## src/rtl/lcd_cmd_sequencer.sv

```systemverilog
// lcd_cmd_sequencer
// Feeds a buffered command script to the LCD image controller one command at
// a time. Commands are queued in a small FIFO. Each one is issued with a single
// cmd_valid strobe, but only when the controller is idle. cmd is then held
// steady while the controller executes it. A WRITE command (0) ends the
// script. The sequencer halts and waits for the controller's done before it
// flags seq_done.

module lcd_cmd_sequencer #(
   parameter int FIFO_DEPTH = 8,
   parameter int ACK_TO     = 4,
   parameter int CNT_W      = 8
) (
   input  logic                          clk,
   input  logic                          reset,
   input  logic [2:0]                    in_cmd,
   input  logic                          in_valid,
   output logic                          in_ready,
   input  logic                          busy,
   input  logic                          done,
   output logic [2:0]                    cmd,
   output logic                          cmd_valid,
   output logic [CNT_W-1:0]              issued_cnt,
   output logic [$clog2(FIFO_DEPTH):0]   fifo_level,
   output logic                          seq_done
);

   localparam int PTR_W = $clog2(FIFO_DEPTH);
   localparam int TMO_W = $clog2(ACK_TO + 1);

   localparam logic [PTR_W:0]   FULL_COUNT = (PTR_W + 1)'(FIFO_DEPTH);
   localparam logic [TMO_W-1:0] TMO_LAST   = TMO_W'(ACK_TO - 1);
   localparam logic [CNT_W-1:0] CNT_MAX    = {CNT_W{1'b1}};
   localparam logic [2:0]       CMD_WRITE  = 3'd0;

   typedef enum logic [2:0] {
      IDLE,
      ISSUE,
      WAIT_HI,
      WAIT_LO,
      HALT
   } state_t;

   state_t            state;

   logic [2:0]        fifo_mem [FIFO_DEPTH];
   logic [PTR_W-1:0]  wr_ptr;
   logic [PTR_W-1:0]  rd_ptr;
   logic [PTR_W:0]    count;
   logic [TMO_W-1:0]  tmo_cnt;

   logic              fifo_full;
   logic              fifo_empty;
   logic              push;
   logic              pop;
   logic [2:0]        head;

   // FIFO status and handshake. in_ready is held low during reset and for
   // the whole HALT state, so the script stays frozen once WRITE has gone out.
   assign fifo_full  = (count == FULL_COUNT);
   assign fifo_empty = (count == '0);
   assign in_ready   = reset && !fifo_full && (state != HALT);
   assign push       = in_valid && in_ready;
   assign pop        = (state == ISSUE) && !fifo_empty;
   assign head       = fifo_mem[rd_ptr];
   assign fifo_level = count;

   // Command storage. It needs no reset because count decides which
   // entries hold valid data.
   always_ff @(posedge clk) begin
      if (push) begin
         fifo_mem[wr_ptr] <= in_cmd;
      end
   end

   // FIFO pointers and occupancy. The pointers wrap naturally because the
   // depth is a power of two. A push and a pop in the same cycle cancel out.
   always_ff @(posedge clk or negedge reset) begin
      if (!reset) begin
         wr_ptr <= '0;
         rd_ptr <= '0;
         count  <= '0;
      end else begin
         if (push) begin
            wr_ptr <= wr_ptr + 1'b1;
         end
         if (pop) begin
            rd_ptr <= rd_ptr + 1'b1;
         end
         case ({push, pop})
            2'b10:   count <= count + 1'b1;
            2'b01:   count <= count - 1'b1;
            default: count <= count;
         endcase
      end
   end

   // Issue FSM with registered outputs. A command leaves the FIFO in ISSUE.
   // The FSM then waits for the controller to acknowledge it with busy and
   // to finish, or it gives up on the acknowledge after ACK_TO quiet cycles.
   always_ff @(posedge clk or negedge reset) begin
      if (!reset) begin
         state      <= IDLE;
         cmd        <= '0;
         cmd_valid  <= 1'b0;
         issued_cnt <= '0;
         seq_done   <= 1'b0;
         tmo_cnt    <= '0;
      end else begin
         cmd_valid <= 1'b0;
         case (state)
            IDLE: begin
               if (!fifo_empty && !busy) begin
                  state <= ISSUE;
               end
            end
            ISSUE: begin
               cmd       <= head;
               cmd_valid <= 1'b1;
               if (issued_cnt != CNT_MAX) begin
                  issued_cnt <= issued_cnt + 1'b1;
               end
               tmo_cnt <= '0;
               state   <= WAIT_HI;
            end
            WAIT_HI: begin
               if (busy) begin
                  state <= WAIT_LO;
               end else if (tmo_cnt == TMO_LAST) begin
                  state <= (cmd == CMD_WRITE) ? HALT : IDLE;
               end else begin
                  tmo_cnt <= tmo_cnt + 1'b1;
               end
            end
            WAIT_LO: begin
               if (!busy) begin
                  state <= (cmd == CMD_WRITE) ? HALT : IDLE;
               end
            end
            HALT: begin
               if (done) begin
                  seq_done <= 1'b1;
               end
            end
            default: begin
               state <= IDLE;
            end
         endcase
      end
   end

endmodule

```

## config.mk

```make
export PLATFORM = sky130hd
export DESIGN_NAME = lcd_cmd_sequencer
export DESIGN_NICKNAME = d
export VERILOG_FILES = /design/src/rtl/lcd_cmd_sequencer.sv
export SDC_FILE = /design/constraint.sdc
export NUM_CORES = 1
export LEC_CHECK = 0
export ABC_AREA = 0
export CAP_MARGIN = 30
export CORE_MARGIN = 4
export CORE_UTILIZATION = 45
export DETAILED_ROUTE_END_ITERATION = 16
export GPL_TIMING_DRIVEN = 0
export PLACE_DENSITY = 0.65
export SYNTH_ARGS = -nofsm -noshare
export SYNTH_HDL_FRONTEND = slang
export SYNTH_SLANG_ARGS = --single-unit
```

## constraint.sdc

```tcl
create_clock -name clk -period 2.86 [get_ports clk]
set_clock_uncertainty 0.1 [all_clocks]
set_input_delay 0.572 -clock clk [delete_from_list [all_inputs] [get_ports clk]]
set_output_delay 0.572 -clock clk [all_outputs]
set_load 0.01 [all_outputs]
```

==> results.yml, run 1 <==
clocking:
  clkTransAtPathRegs_ns: 0.10
  clkSinkCount: 53
  clock-root-buffer: "clkbuf_8"
  tritoncts_clock_tree: "done"
  ctsHoldBuffers: 0
  htree_num_levels: 2
  cts.path.max_buffers: 2
  cts-buffers-inserted: 5
  insertion_delay_of_the_later_clocked_pin_in_the_worst_skew_pair_ns: 0.30
grt:
  globalRoute.totalOverflow: 0
  pin_count_of_the_biggest_net_entering_global_routing: 22
  first_global_vias: 1504
  grt_use_total_pct: 14.83
  grt_first_pass_wirelength_um: 7189
  grt_antenna_before_repair: 0
logic_synthesis:
  synth_cell_types: 39
  synth_sequential_area_ratio_pct: 59.71
  ys_ff_latch: 53
  syn_area_per_cell_um2: 13.53
  syn-cell-area_mm2: 0.002422
  post_synth_inst_count: 179
  nets_in_the_synthesized_netlist: 195
  yosys_warnings: 0
floorplanning:
  placeableCoreArea_mm2: 0.005172
  row_count: 26
  die-area_mm2: 0.006621
  io_pins: 26
  die_h_um: 81.37
  initial_core_util_pct: 46.83
  die-width_um: 81.37
finish:
  mostFrequentLayoutCells: "dfrtp_1, edfxtp_1, clkdlybuf4s50_1"
  layout_commonest_cell: "dfrtp_1"
  nets: 228
  fillCellCount: 444
  drive_gt1_share_pct: 14.08
  antenna_cells: 0
  area_delta_synth_final_pct: 18.08
timing:
  postLayoutSetupSlackWorst_ns: 0.2270
  rsz0062_at_grt: "no"
  setup_failing_eps_final: 0
  slew_viol_final: 0
  slew_headroom_pct: 47.67
  layout_min_cycle_time_ns: 2.633
  fmax_ghz: 0.3798
  worst_pin_slew_ns: 0.7740
  setup_tns_ns: 0
  min_period_over_period_pct: 92.06
  hold_viol_final: 0
power:
  comb_power_share_pct: 39.6
  net_switching_power_uw: 972.2
  p_clk_share_pct: 15.4
  relative_contribution_of_sequential_cells_to_total_power_pct: 45.0
  swShare_pct: 35.52
  power.density_mw_per_mm2: 956.8
  intPower_mw: 1.765
  leakagePower_nw: 1.118
  vdd_ir_drop_max_mv: 0.5205
route:
  viasPerCell: 5.300
  post-route-drc-count: 0
  postRouteWirelength_um: 4238
  dr.pass1.iters: 4
  drtAntennaViolNets: 0
  drt_first_iter_violations: 94
  average_wire_length_per_cell_after_detail_routing_um: 14.98
  detailroute.via_count: 1500
setup_path:
  startpoint_types: "flip-flop"
  critical_path_class: "flip-flop to output port"
  kind_of_cell_adding_the_most_delay_to_the_critical_path: "simple AND/OR/NAND/NOR gates"
  slowest_delay_ns: 0.48
  critPathArrivalTime_ns: 1.96
  worst_path_buffer_plus_inverter_count: 1
  worstPathMaxFanout: 8
  reg2reg_slack_ns: 0.29
  worst_setup_path_end_kind: "output port"
  crit_chain: "nor3_1 > nand2_1 > and3_1 > clkdlybuf4s50_1"
  worst_path_max_delay_cell: "dfrtp_1"
  cp.required_ns: 2.19
place:
  detailedPlacementHpwl_um: 3238
  finalWeightedCongestion: 0.7639
  port_buffers: 25
  worst_slack_at_placement_ns: -0.5181
hold_path:
  path_category_of_the_worst_min_delay_check: "primary input to async pin"
outcome:
  run_status: "finished clean"
run:
  maxCapViolations: 0
-- per-stage QoR --
step                cell area [µm²]  hold slack (ns)  power, mW  std cells  utilization [%]
finish                         2860          0.03053      2.737        283            55.30
global placement               2760           0.3570      2.287        274            53.36
floorplan                      2422           0.1764      1.940        179                -
CTS                            2864           0.2512      2.786        283            55.37
detailed placement             2775           0.3810      2.363        275            53.65
global route                   2860          0.03130      2.954        283            55.30
-- logic make-up after synthesis --
group	after synthesis	synth area share [%]
compound gates	15	3.668
xor+xnor	13	4.700
fa+ha+maj	8	4.132
buf+inv	8	2.117
flops	53	59.71
mux	23	11.36
simple gates	59	14.31
-- worst paths after layout --
check,start,to,depth (start not counted)
max,fifo_level[1],in_ready,4
min,reset,issued_cnt[0],1
max reg2reg,state[0],fifo_level[2],10
min reg2reg,seq_done,seq_done,1
max in group asynchronous,reset,fifo_level[0],2
min in group clk,seq_done,seq_done,1
-- power groups by stage --
stage                     registers [mW]  clock network [mW]  logic, mW
after floorplan                     1.25                   0      0.691
after global placement              1.23                   0       1.06
after detailed placement            1.25                   0       1.11
after CTS                           1.24               0.437       1.11
after global routing                1.27               0.474       1.21
final                               1.23               0.420       1.08
-- per-layer routing --
metal	vias up	global-route usage [%]	routed length, µm
li1	725	-	-
met1	731	17.17	1702
met2	37	26.30	2221
met3	7	3.659	246
met4	0	5.574	67
met5	-	0	0
-- flip-flops by register name (all words and copies together) (netlist names) --
name	flops
cmd	3
cmd_valid	1
fifo_level	4
fifo_mem	24
issued_cnt	8
rd_ptr	3
seq_done	1
state	3
tmo_cnt	3
wr_ptr	3
-- area by class of cell --
cell class	instances	area, µm²	area share [%]
flip-flops and latches	53	1446	50.57
multi-input cells	118	924.6	32.33
repair buffers	26	260.3	9.099
well taps	70	87.58	3.062
clock buffers	5	68.82	2.406
plain buffers	4	31.28	1.094
clock inverters	3	21.27	0.7437
inverters	4	20.02	0.6999
-- synth_stat cells --
library cell | number | area share (%)
dfrtp_1 | 29 | 30
edfxtp_1 | 24 | 30
nand2_1 | 16 | 2.5
mux2i_1 | 14 | 5.8
ha_1 | 8 | 4.1
nor2_1 | 8 | 1.2
xor2_1 | 7 | 2.5
nor3_1 | 6 | 1.2
o21ai_0 | 6 | 1.2
xnor2_1 | 6 | 2.2
a21oi_1 | 5 | 1.0
mux2_2 | 5 | 2.3
nand3_1 | 5 | 1.0
nor4_1 | 4 | 1.0
inv_1 | 3 | 0.46
mux4_2 | 3 | 2.8
nand2b_1 | 3 | 0.77
nor4b_1 | 3 | 1.1
and3_1 | 2 | 0.52
buf_6 | 2 | 0.93
nor3_2 | 2 | 0.83
a2111oi_0 | 1 | 0.36
and3_4 | 1 | 0.46
buf_1 | 1 | 0.15
buf_2 | 1 | 0.21
inv_6 | 1 | 0.36
mux2_1 | 1 | 0.46
nand2_4 | 1 | 0.46
nand3b_1 | 1 | 0.31
nand4_1 | 1 | 0.26
nand4_4 | 1 | 0.88
nor2_2 | 1 | 0.26
o211a_1 | 1 | 0.41
o21bai_1 | 1 | 0.31
o31ai_1 | 1 | 0.31
or2b_1 | 1 | 0.31
or3b_2 | 1 | 0.36
or3b_4 | 1 | 0.46
or4_1 | 1 | 0.31
-- repair_timing --
item	CTS	global route
setup buffers	0	0
endpoints found under the setup margin	7	3
resized for setup	1	2
endpoints found under the hold margin	0	0
cloned	0	0
No activity file was read; power rests on OpenSTA's default activity.
==> run 2, diff against run 1 <==
ABC_CLOCK_PERIOD_IN_PS = 2860   (was default)
==> results of run 2 <==
Same layout as run 1: the final DEF is identical, and so are final timing and power.
==> run 3, diff against run 2 <==
CAP_MARGIN = 15   (was 30)
==> results of run 3 <==
Same layout as run 1: the final DEF is identical, and so are final timing and power.
